--- config.mk ---
export PLATFORM = sky130hd
export DESIGN_NAME = pu_fifo
export DESIGN_NICKNAME = d
export VERILOG_FILES = /design/src/rtl/pu_attr_pkg.sv /design/src/rtl/pu_fifo_mem.sv /design/src/rtl/pu_fifo.sv
export SDC_FILE = /design/constraint.sdc
export NUM_CORES = 1
export LEC_CHECK = 0
export ABC_AREA = 1
export CORE_MARGIN = 4
export CORE_UTILIZATION = 45
export DETAILED_ROUTE_END_ITERATION = 10
export PLACE_DENSITY_LB_ADDON = 0.25
export SETUP_SLACK_MARGIN = 0.02
export SLEW_MARGIN = 20
export SYNTH_ARGS = -nofsm -noshare
export SYNTH_HDL_FRONTEND = slang
export SYNTH_SLANG_ARGS = --single-unit
export TNS_END_PERCENT = 30
--- constraint.sdc ---
create_clock -name clk -period 2.96 [get_ports clk]
set_clock_uncertainty 0.15 [all_clocks]
set_input_delay 0.592 -clock clk [delete_from_list [all_inputs] [get_ports clk]]
set_output_delay 0.592 -clock clk [all_outputs]
set_load 0.05 [all_outputs]
--- src/rtl/pu_attr_pkg.sv ---
// rtl/pu_attr_pkg.sv - shared bus attribute definitions for processing units
package pu_attr_pkg;

    // Default bus geometry shared by the PUs on the data/attribute bus
    localparam int PU_DATA_WIDTH = 16;
    localparam int PU_ATTR_WIDTH = 2;

    // Attribute bit positions
    localparam int ATTR_INVALID  = 0;
    localparam int ATTR_OVERFLOW = 1;

    // Values a PU drives when it is not driving, so outputs can be OR-combined
    localparam logic [PU_DATA_WIDTH-1:0] PU_DATA_ZERO = '0;
    localparam logic [PU_ATTR_WIDTH-1:0] PU_ATTR_ZERO = '0;

    // Attribute word carrying only the invalid marker
    localparam logic [PU_ATTR_WIDTH-1:0] PU_ATTR_INVALID_WORD = PU_ATTR_WIDTH'(1 << ATTR_INVALID);

endpackage

--- src/rtl/pu_fifo_mem.sv ---
// rtl/pu_fifo_mem.sv - FIFO storage array, one sync write port, one async read port
module pu_fifo_mem #(
    parameter int WIDTH      = 18,
    parameter int DEPTH      = 8,
    parameter int ADDR_WIDTH = 3
) (
    input  logic                  clk,
    input  logic                  we,
    input  logic [ADDR_WIDTH-1:0] waddr,
    input  logic [WIDTH-1:0]      wdata,
    input  logic [ADDR_WIDTH-1:0] raddr,
    output logic [WIDTH-1:0]      rdata
);

    logic [WIDTH-1:0] mem [DEPTH];

    // Storage has no reset; only entries between the pointers are ever read as data
    always_ff @(posedge clk) begin
        if (we) begin
            mem[waddr] <= wdata;
        end
    end

    assign rdata = mem[raddr];

endmodule

--- src/rtl/pu_fifo.sv ---
// rtl/pu_fifo.sv - bus-side FIFO processing unit replaying captured bus words
module pu_fifo
    import pu_attr_pkg::*;
#(
    parameter int DATA_WIDTH = 16,
    parameter int ATTR_WIDTH = 2,
    parameter int FIFO_DEPTH = 8
) (
    input  logic                  clk,
    input  logic                  rst,
    input  logic                  signal_wr,
    input  logic                  signal_oe,
    input  logic [DATA_WIDTH-1:0] data_in,
    input  logic [ATTR_WIDTH-1:0] attr_in,
    output logic [DATA_WIDTH-1:0] data_out,
    output logic [ATTR_WIDTH-1:0] attr_out,
    output logic                  flag_empty,
    output logic                  flag_full,
    output logic                  flag_err
);

    localparam int AW = $clog2(FIFO_DEPTH);
    localparam int CW = AW + 1;
    localparam int EW = DATA_WIDTH + ATTR_WIDTH;

    logic [AW-1:0]         wptr;
    logic [AW-1:0]         rptr;
    logic [CW-1:0]         count;
    logic [CW-1:0]         count_next;
    logic                  is_empty;
    logic                  is_full;
    logic                  do_push;
    logic                  do_pop;
    logic                  underflow;
    logic                  dropped;
    logic [EW-1:0]         head;
    logic [ATTR_WIDTH-1:0] invalid_attr;

    pu_fifo_mem #(
        .WIDTH      (EW),
        .DEPTH      (FIFO_DEPTH),
        .ADDR_WIDTH (AW)
    ) u_mem (
        .clk   (clk),
        .we    (do_push),
        .waddr (wptr),
        .wdata ({attr_in, data_in}),
        .raddr (rptr),
        .rdata (head)
    );

    // Request qualification; a pop on a full FIFO frees the slot the push needs
    always_comb begin
        is_empty  = (count == '0);
        is_full   = (count == CW'(FIFO_DEPTH));
        do_pop    = signal_oe && !is_empty;
        underflow = signal_oe && is_empty;
        do_push   = signal_wr && (!is_full || do_pop);
        dropped   = signal_wr && is_full && !do_pop;
    end

    // Occupancy after this edge, used for both the count and the registered flags
    always_comb begin
        count_next = count;
        case ({do_push, do_pop})
            2'b10:   count_next = count + CW'(1);
            2'b01:   count_next = count - CW'(1);
            default: count_next = count;
        endcase
    end

    // Underflow marker: data zero, only the invalid attribute bit set
    always_comb begin
        invalid_attr = '0;
        invalid_attr[ATTR_INVALID] = 1'b1;
    end

    // Pointers, count, flags and the one-cycle bus output registers
    always_ff @(posedge clk) begin
        if (rst) begin
            wptr       <= '0;
            rptr       <= '0;
            count      <= '0;
            data_out   <= '0;
            attr_out   <= '0;
            flag_empty <= 1'b1;
            flag_full  <= 1'b0;
            flag_err   <= 1'b0;
        end else begin
            if (do_push) begin
                wptr <= wptr + AW'(1);
            end
            if (do_pop) begin
                rptr <= rptr + AW'(1);
            end
            count      <= count_next;
            flag_empty <= (count_next == '0);
            flag_full  <= (count_next == CW'(FIFO_DEPTH));
            if (underflow || dropped) begin
                flag_err <= 1'b1;
            end
            if (do_pop) begin
                data_out <= head[DATA_WIDTH-1:0];
                attr_out <= head[EW-1:DATA_WIDTH];
            end else if (underflow) begin
                data_out <= '0;
                attr_out <= invalid_attr;
            end else begin
                data_out <= '0;
                attr_out <= '0;
            end
        end
    end

endmodule

==> results of run 1 <==
cells in the mapped netlist (all sizes together):
library cell  instances  area [um^2]
nand2                34          178
edfxtp              144         4320
buf                  10         42.5
nand4                 3         25.0
dfxtp                34          681
o221ai                1         8.76
xor2                  1         8.76
a31oi                17          106
nand3                 7         47.6
o22ai                20          131
o21bai                2         22.5
a21oi                 6         30.0
inv                  23         88.8
o21ai                94          474
ha                    3         37.5
a211oi                1         7.51
nor2                128          488
clkbuf               17         63.8
metrics by stage:
stage	setup slack, ps	util	hold WS, ps	power (mW)
2_1_floorplan	664	-	283	3.78
3_3_place_gp	436	0.509	300	4.12
3_5_place_dp	359	0.509	330	4.14
4_1_cts	620	0.549	346	6.35
5_1_grt	582	0.549	355	6.59
6_report	658	0.549	341	6.30
registers in the layout, indices dropped and copies added, names as in the netlist, named ones only:
name	count
u_mem.mem	144
data_out	16
count	4
rptr	3
wptr	3
attr_out	2
flag_empty	1
flag_err	1
flag_full	1
metal layers:
| metal | part of all wire | vias up | wire length (um) | GRT usage |
|---|---|---|---|---|
| met4 | 0.0093 | 0 | 131 | 0.0538 |
| met2 | 0.47 | 110 | 6690 | 0.266 |
| li1 | - | 2057 | - | - |
| met1 | 0.46 | 2114 | 6520 | 0.237 |
| met5 | 0 | - | 0 | 0 |
| met3 | 0.056 | 10 | 786 | 0.0512 |
area by class of cell:
| cell class | instances | area (um^2) |
|---|---|---|
| Clock buffer | 21 | 450 |
| Clock inverter | 11 | 138 |
| Fill cell | 1181 | 6600 |
| Inverter | 23 | 88.8 |
| Multi-Input combinational cell | 317 | 1570 |
| Sequential cell | 178 | 5010 |
| Tap cell | 184 | 230 |
| Timing Repair Buffer | 61 | 563 |
path summary, 6_finish.rpt:
path / from / end / slack (ps) / cells after the start
hold / removal: flag_err / flag_err / 340 / 2
setup / recovery: flag_err / flag_err / 660 / 1
hold reg to reg: flag_err / flag_err / 340 / 2
setup reg to reg: flop / data_out[3] / 940 / 6
report_power, final:
group	internal (mW)	switching [mW]	total [mW]
clock	1.34	0.865	2.21
combinational	0.369	0.828	1.20
sequential	2.84	0.0594	2.90
total	4.55	1.75	6.30
cells by family after synthesis:
logic type	Yosys count	synth area share
AND/OR/NAND/NOR	172	0.109
flip-flops	178	0.740
XOR/XNOR	1	0.00129
buffers and inverters	50	0.0289
AO/OA/AOI/OAI	141	0.115
adder cells (fa/ha/maj)	3	0.00555
==> Flow_metrics.wiki, run 1 <==
{| class="wikitable"
! Metric !! Value
|-
| Run status || finished, final reports clean
|-
| Setup TNS || 0 ps
|-
| Average via count per standard cell || approximately 5.4
|-
| Chip height || 131 um
|-
| P_leak || 2.79 nW
|-
| Total routed wirelength || 14100 um
|-
| Number of buffers and inverters on the critical path || 1
|-
| Minimum clock period after layout || ~2300 ps
|-
| Max stage delay on crit path || 820 ps
|-
| Req. time, crit path || ~2200 ps
|-
| Number of antenna violations at the first check in global routing || 0
|-
| Aggregate global routing overflow || 0
|-
| Area of the core || 14600 um^2
|-
| Antenna Cells || 0
|-
| Gr usage total || 0.172
|-
| Number of hold-repair buffers added at the cts stage || 0
|-
| Routed WL per cell || 17.8 um
|-
| Cell family with most CP delay || buffers and inverters
|-
| Vias in the first global route || 4272
|-
| Fin crit share || 0.778
|-
| Buffer cell driving the clock tree root || sky130_fd_sc_hd__clkbuf_16
|-
| Total number of placement rows || 44
|-
| Number of buffers on the longest clock path || 2
|-
| Clock transition time at the flip-flop clock pins of the worst setup and hold paths || 60 ps
|-
| Final setup vio count || 0
|-
| Final Slew Violations || 0
|-
| CTS tree || built
|-
| Count of endpoints failing hold in the final timing report || 0
|-
| Count of unresolved DRC violations after routing || 0
|-
| Cell-by-cell listing of the critical path || clkdlybuf4s50_1
|-
| Share of final-layout standard cells stronger than drive strength 1 || 0.126
|-
| Placed inst area || about 7500 um^2
|-
| Most common library cell in the layout ignoring fill and taps || sky130_fd_sc_hd__edfxtp_1
|-
| Global-route wire length before repair || 22400 um
|-
| Highest-count cells in the layout ignoring fill and taps || 144 x sky130_fd_sc_hd__edfxtp_1, 123 x sky130_fd_sc_hd__nor2_1, 79 x sky130_fd_sc_hd__o21ai_0
|-
| Data arrival at the endpoint of the critical path || 1560 ps
|-
| Starting utilization of the core area || 0.462
|-
| Count of cell types in the netlist || 29
|-
| Hold/Removal Path Class || flop to flop
|-
| Max-capacitance violation count || 0
|-
| Rel. slew slack || 0.512
|-
| Number of gates resized after CTS || 0
|-
| Worst vdd ir || 419 uV
|-
| Instance count after placement with tap cells included || 763
|-
| Horizontal extent of the die || 131 um
|-
| Post-Syn Area || 6770 um^2
|-
| Portion of the post-synthesis area used by sequential elements || 0.740
|-
| Number of iterations in the first detailed-routing pass || 5
|-
| Die Footprint || roughly 17000 um^2
|-
| RSZ-0062 raised after global routing || false
|-
| Number of levels in the clock H-tree || 4
|-
| Register bit count reported by yosys || between 150 and 200
|-
| Yosys warns || 0
|-
| Post-DRT Antenna Nets || 0
|-
| Number of DRC markers after the initial detailed-route iteration || 339
|-
| Power density over cell area || roughly 800 nW/um^2
|-
| Type of element capturing the critical path || output pin
|-
| Count of input and output buffers || 42
|-
| Peak fanout along the critical path || 2
|-
| Syn Inst Count || approximately 550
|-
| Via count || 4291
|-
| Global placer's final weighted congestion || around 0.86
|-
| Type of element launching the critical path || flop
|-
| Timing-limited maximum frequency || 434 MHz
|-
| Worst-skew pair later-pin latency || ~400 ps
|-
| Sink Count || 178
|-
| HPWL after detailed placement || 8790 um
|-
| Pin count of the biggest net entering global routing || 73
|-
| Worst Tran Pin Value || 733 ps
|-
| Net count, final || 623
|-
| Avg Inst Size Synth || between 10 and 15 um^2
|-
| Number of non-filler instances in the completed layout || 795
|-
| CTS Buf Count || 17
|-
| Slowest stage cell on the critical path || sky130_fd_sc_hd__clkdlybuf4s50_1
|-
| Kind of critical path || flop to output pin
|-
| Layout overhead on the synthesized area || 18.9%
|-
| Post CTS Setup Buffer Count || 0
|-
| Post-Synthesis Net Count || 570
|-
| Finished layout cell area || 8050 um^2
|-
| I/O pins || 43
|}
(Power assumes the default switching activity.)
==> run 2: changes to the inputs <==
==> constraint.sdc (replaced) <==
create_clock -name clk -period 2.09 [get_ports clk]
set_clock_uncertainty 0.15 [all_clocks]
set_input_delay 0.418 -clock clk [delete_from_list [all_inputs] [get_ports clk]]
set_output_delay 0.418 -clock clk [all_outputs]
set_load 0.05 [all_outputs]
==> Flow_metrics.wiki, run 2 (synthesized netlist as in run 1, its figures left out) <==
{| class="wikitable"
! Metric !! Value
|-
| Number of iterations in the first detailed-routing pass || 5
|-
| Most common library cell in the layout ignoring fill and taps || sky130_fd_sc_hd__edfxtp_1
|-
| Worst hold-check slack || around 310 ps
|-
| Chip height || 131 um
|-
| Highest-utilization routing layer at the global route stage || met2
|-
| Cell-by-cell listing of the critical path || clkdlybuf4s50_1, inv_2, nand4_2, nand2_4, inv_4, nand2_1, nor2_1, buf_12
|-
| Die Footprint || between 15000 and 20000 um^2
|-
| CTS Buf Count || 17
|-
| Most flops, register || u_mem.mem
|-
| Kind of critical path || input pin to flop
|-
| CTS tree || built
|-
| Power density over cell area || between 1000 and 1500 nW/um^2
|-
| Setup TNS || 0 ps
|-
| Number of hold-repair buffers added at the cts stage || 0
|-
| Number of DRC markers after the initial detailed-route iteration || 437
|-
| Final Slew Violations || 0
|-
| Share of final-layout standard cells stronger than drive strength 1 || 0.144
|-
| Worst vdd ir || 616 uV
|-
| Count of unresolved DRC violations after routing || 0
|-
| Final design utilization || 0.558
|-
| Average via count per standard cell || 5.34
|-
| Rel. slew slack || 0.563
|-
| Sink Count || 178
|-
| Type of element launching the critical path || input pin
|-
| Met3 GRT Util || 0.0533
|-
| Antenna Cells || 0
|-
| Minimum clock period after layout || roughly 1900 ps
|-
| Timing-limited maximum frequency || 530 MHz
|-
| Count of input and output buffers || 42
|-
| Area of the core || 14600 um^2
|-
| Net count, final || 639
|-
| Post CTS Setup Buffer Count || 0
|-
| Data arrival at the endpoint of the critical path || 1870 ps
|-
| Cell family with most CP delay || buffers and inverters
|-
| Post-DRT Antenna Nets || 0
|-
| Max-capacitance violation count || 0
|-
| Aggregate global routing overflow || 0
|-
| Starting utilization of the core area || 0.462
|-
| Global-route wire length before repair || 22900 um
|-
| Fin crit share || 0.902
|-
| Top flop regs || u_mem.mem: 144 flops, data_out: 16 flops, count: 4 flops
|-
| HPWL after detailed placement || roughly 9400 um
|-
| Worst Tran Pin Value || 655 ps
|-
| I/O pins || 43
|-
| Final setup vio count || 0
|-
| Peak fanout along the critical path || 18
|-
| Smallest setup slack after layout || 204 ps
|-
| Global placer's final weighted congestion || 0.867
|-
| Number of buffers and inverters on the critical path || 4
|-
| Req. time, crit path || 2080 ps
|-
| Global-route met1 utilization || 0.255
|-
| Buffer cell driving the clock tree root || sky130_fd_sc_hd__clkbuf_16
|-
| GR met2 Demand/Resource || 0.260
|-
| Max stage delay on crit path || 590 ps
|-
| Hold/Removal Path Class || flop to flop
|-
| Sum of internal, switching and leakage power || 8.79 mW
|-
| Flip-flop count of the largest register after layout || 144
|-
| Number of antenna violations at the first check in global routing || 0
|-
| Run status || finished, final reports clean
|-
| Post-Place Worst Slack || -241 ps
|-
| RSZ-0062 raised after global routing || false
|-
| Number of levels in the clock H-tree || 4
|-
| Worst-skew pair later-pin latency || between 400 and 500 ps
|-
| Layout overhead on the synthesized area || 20.7%
|-
| Total number of placement rows || 44
|-
| Count of endpoints failing hold in the final timing report || 0
|-
| Number of buffers on the longest clock path || 2
|-
| Highest-count cells in the layout ignoring fill and taps || 144 x sky130_fd_sc_hd__edfxtp_1, 123 x sky130_fd_sc_hd__nor2_1, 79 x sky130_fd_sc_hd__o21ai_0
|-
| Filler Cell Count || 1205
|-
| Gr usage total || 0.179
|-
| Pin count of the biggest net entering global routing || 73
|-
| P_leak || 2.94 nW
|-
| Vias in the first global route || 4281
|-
| Via count || 4330
|-
| Horizontal extent of the die || roughly 130 um
|-
| Total routed wirelength || 14100 um
|-
| Type of element capturing the critical path || flop
|-
| Clock transition time at the flip-flop clock pins of the worst setup and hold paths || 60 ps
|-
| Slowest stage cell on the critical path || sky130_fd_sc_hd__clkdlybuf4s50_1
|-
| Routed WL per cell || 17.4 um
|}
-- run 2: through the flow --
stage,std cells,instance area [um^2]
after detailed placement,779,7650
after global placement,779,7650
after CTS,811,8160
after global routing,811,8170
after floorplan,545,6770
final,811,8170
-- run 2: cell type report --
type / instances / area, um^2 / area share
Inverter: 23 / 88.8 / 0.0109
Tap cell: 184 / 230 / 0.0282
Clock inverter: 4 / 26.3 / 0.00322
Timing Repair Buffer: 77 / 731 / 0.0895
Sequential cell: 178 / 5010 / 0.613
Clock buffer: 28 / 509 / 0.0623
Multi-Input combinational cell: 317 / 1580 / 0.193
-- run 2: worst register-to-register path: stages, from the launching register on --
cell and delay [ps]:
sky130_fd_sc_hd__dfxtp_1 460, sky130_fd_sc_hd__nor2_4 70, sky130_fd_sc_hd__nand2_4 100, sky130_fd_sc_hd__nand4_1 110, sky130_fd_sc_hd__nand2_1 110, sky130_fd_sc_hd__inv_2 40
sky130_fd_sc_hd__ha_1 180, sky130_fd_sc_hd__inv_1 60, sky130_fd_sc_hd__nand2_1 60, sky130_fd_sc_hd__nand2_1 60, sky130_fd_sc_hd__nand2_1 60, sky130_fd_sc_hd__o22ai_2 130
sky130_fd_sc_hd__nand2_2 80, sky130_fd_sc_hd__o21bai_2 120
-- run 2: path summary, 6_finish.rpt --
check	slack, ps	cells after the start	start	to
worst min register to register	310	2	rptr[2]	rptr[2]
worst max register to register	240	13	count[1]	flag_empty
worst max-delay path	200	8	signal_oe	u_mem.mem[0][4]
worst min-delay path	310	2	rptr[2]	rptr[2]
-- run 2: what timing repair did --
item	4_1_cts	5_1_grt
endpoints found under the setup margin	20	2
resized for setup	20	2
hold endpoints to repair	0	0
-- run 2: routing by layer --
layer / up-vias / part of all wire
met5: - / 0
met4: 0 / 0.017
met3: 16 / 0.072
met2: 162 / 0.44
met1: 2058 / 0.47
li1: 2094 / -
-- run 2: power by group --
| group | internal, mW | switching (mW) | leakage [nW] | total (mW) |
|---|---|---|---|---|
| Combinational | 0.583 | 1.20 | 1.10 | 1.78 |
| Clock | 1.66 | 1.24 | 0.253 | 2.90 |
| Sequential | 4.02 | 0.0911 | 1.59 | 4.11 |
| Total | 6.26 | 2.53 | 2.94 | 8.79 |
==> run 3: changes to the inputs <==
--- a/config.mk
+++ b/config.mk
@@ -7,8 +7,10 @@
 export LEC_CHECK = 0
 export ABC_AREA = 1
 export CORE_MARGIN = 4
-export CORE_UTILIZATION = 45
+export CORE_UTILIZATION = 44
+export CTS_CLUSTER_DIAMETER = 200
 export DETAILED_ROUTE_END_ITERATION = 10
+export GPL_TIMING_DRIVEN = 0
 export PLACE_DENSITY_LB_ADDON = 0.25
 export SETUP_SLACK_MARGIN = 0.02
 export SLEW_MARGIN = 20
==> Flow_metrics.wiki, run 3 (synthesized netlist as in run 1, its figures left out) <==
{| class="wikitable"
! Metric !! Value
|-
| Number of DRC markers after the initial detailed-route iteration || approximately 400
|-
| Minimum clock period after layout || 2000 ps
|-
| Timing-limited maximum frequency || 499 MHz
|-
| Count of endpoints failing hold in the final timing report || 0
|-
| Number of buffers on the longest clock path || 2
|-
| Post-DRT Antenna Nets || 0
|-
| Routed WL per cell || 19.4 um
|-
| Final setup vio count || 0
|-
| Antenna Cells || 0
|-
| Vias in the first global route || 4441
|-
| Type of element capturing the critical path || flop
|-
| Count of unresolved DRC violations after routing || 0
|-
| Aggregate global routing overflow || 0
|-
| Number of buffers and inverters on the critical path || 2
|-
| Hold/Removal Path Class || input pin to flop
|-
| CTS tree || built
|-
| Number of iterations in the first detailed-routing pass || 5
|-
| Average via count per standard cell || between 5 and 6
|-
| Most common library cell in the layout ignoring fill and taps || sky130_fd_sc_hd__edfxtp_1
|-
| Horizontal extent of the die || 132 um
|-
| Type of element launching the critical path || flop
|-
| Global placer's final weighted congestion || 0.781
|-
| Buffer cell driving the clock tree root || sky130_fd_sc_hd__clkbuf_16
|-
| Fin crit share || 0.958
|-
| Worst vdd ir || slightly below 700 uV
|-
| Worst Tran Pin Value || around 730 ps
|-
| Chip height || 132 um
|-
| Total number of placement rows || 45
|-
| Setup TNS || 0 ps
|-
| Clock transition time at the flip-flop clock pins of the worst setup and hold paths || 60 ps
|-
| Highest-count cells in the layout ignoring fill and taps || 144 x sky130_fd_sc_hd__edfxtp_1, 116 x sky130_fd_sc_hd__nor2_1, 79 x sky130_fd_sc_hd__o21ai_0
|-
| Cell family with most CP delay || compound AO/OA/AOI/OAI gates
|-
| Final Slew Violations || 0
|-
| Cell type with the highest occurrence count on the critical path || sky130_fd_sc_hd__o21ai_0
|-
| Net count, final || ~640
|-
| Number of levels in the clock H-tree || 4
|-
| HPWL after detailed placement || 9450 um
|-
| Global-route wire length before repair || roughly 24000 um
|-
| I/O pins || 43
|-
| Area of the core || 15100 um^2
|-
| Total routed wirelength || ~16000 um
|-
| Count of input and output buffers || 41
|-
| Power density over cell area || 1100 nW/um^2
|-
| Max-capacitance violation count || 0
|-
| Data arrival at the endpoint of the critical path || 2160 ps
|-
| Depth of the most critical reg-to-reg path || 6
|-
| Worst-skew pair later-pin latency || 430 ps
|-
| Number of hold-repair buffers added at the cts stage || 0
|-
| Depth of the critical timing path with buffers and inverters included || 6
|-
| Via count || approximately 4400
|-
| Layout overhead on the synthesized area || 21.0%
|-
| Slowest stage cell on the critical path || sky130_fd_sc_hd__clkbuf_1
|-
| Most flops, register || u_mem.mem
|-
| Post-Place Worst Slack || -748 ps
|-
| Run status || finished, final reports clean
|-
| Number of antenna violations at the first check in global routing || 0
|-
| Pin count of the biggest net entering global routing || 19
|-
| RSZ-0062 raised after global routing || true
|-
| Worst hold-check slack || 236 ps
|-
| Hold path cells || 2
|-
| Rel. slew slack || 0.512
|-
| P_leak || around 2.9 nW
|-
| Max stage delay on crit path || 470 ps
|-
| Share of final-layout standard cells stronger than drive strength 1 || 0.145
|-
| Sink Count || 178
|-
| Filler Cell Count || 1222
|-
| Peak fanout along the critical path || 10
|-
| Top flop regs || u_mem.mem: 144 flops, data_out: 16 flops, count: 4 flops
|-
| Req. time, crit path || 2250 ps
|-
| Gr usage total || 0.188
|-
| Die Footprint || 17400 um^2
|-
| Cell-by-cell listing of the critical path || buf_2, clkbuf_1, o21ai_0, o22ai_1, o21ai_0, a31oi_1
|-
| Starting utilization of the core area || 0.447
|-
| CTS Buf Count || 17
|-
| Kind of critical path || flop to flop
|-
| Smallest setup slack after layout || 87.2 ps
|-
| Flip-flop count of the largest register after layout || around 140
|}
-- run 3: changes by cell type in the layout (fill, tap and decap cells not counted), sizes merged --
cell	previous run	this run
buf	36	21
clkbuf	28	43
clkdlybuf4s50	21	19
clkinv	1	4
clkinvlp	2	1
dlygate4sd2	20	22
-- run 3: final timing paths --
check	from	endpoint	slack, ps
hold / removal	rst	count[2]	240
setup / recovery	flop	data_out[4]	90
hold reg to reg	rptr[2]	rptr[2]	320
setup reg to reg	flop	data_out[4]	90
-- run 3: per-layer routing --
layer / wire [um] / track usage / part of all wire / up-vias
li1: - / - / - / 2101
met1: 6610 / 0.238 / 0.42 / 2128
met2: 7630 / 0.304 / 0.48 / 173
met3: 1220 / 0.0523 / 0.077 / 39
met4: 428 / 0.0805 / 0.027 / 0
met5: 0 / 0 / 0 / -
-- run 3: worst register-to-register path: stages, from the launching register on --
cell,delay [ps]
sky130_fd_sc_hd__dfxtp_1,300
sky130_fd_sc_hd__buf_2,200
sky130_fd_sc_hd__clkbuf_1,470
sky130_fd_sc_hd__o21ai_0,180
sky130_fd_sc_hd__o22ai_1,180
sky130_fd_sc_hd__o21ai_0,90
sky130_fd_sc_hd__a31oi_1,300
-- run 3: final cells by class --
| type | count | area (um^2) | area share |
|---|---|---|---|
| Buffer | 27 | 115 | 0.0141 |
| Clock buffer | 26 | 553 | 0.0675 |
| Clock inverter | 6 | 37.5 | 0.00458 |
| Inverter | 23 | 88.8 | 0.0108 |
| Multi-Input combinational cell | 317 | 1630 | 0.199 |
| Sequential cell | 178 | 5010 | 0.612 |
| Tap cell | 188 | 235 | 0.0287 |
| Timing Repair Buffer | 52 | 522 | 0.0637 |
-- run 3: per-stage QoR --
step / power [mW] / area, um^2 / utilization / instances
final: 9.01 / 8190 / 0.541 / 817
after floorplan: 5.35 / 6770 / - / 545
after CTS: 9.02 / 8120 / 0.536 / 813
after global placement: 5.93 / 7410 / 0.489 / 774
after detailed placement: 5.98 / 7500 / 0.495 / 777
after global routing: 9.42 / 8190 / 0.541 / 817
-- run 3: timing repair --
| action | 4_1_cts | 5_1_grt |
|---|---|---|
| pin swaps | 2 | 4 |
| gates resized for setup | 24 | 20 |
| buffers inserted | 4 | 4 |
| setup endpoints to repair | 165 | 111 |
-- run 3: where the power goes --
part           internal, mW  switching, mW
clock network          1.83           1.26
logic                 0.529           1.31
registers              4.02         0.0698
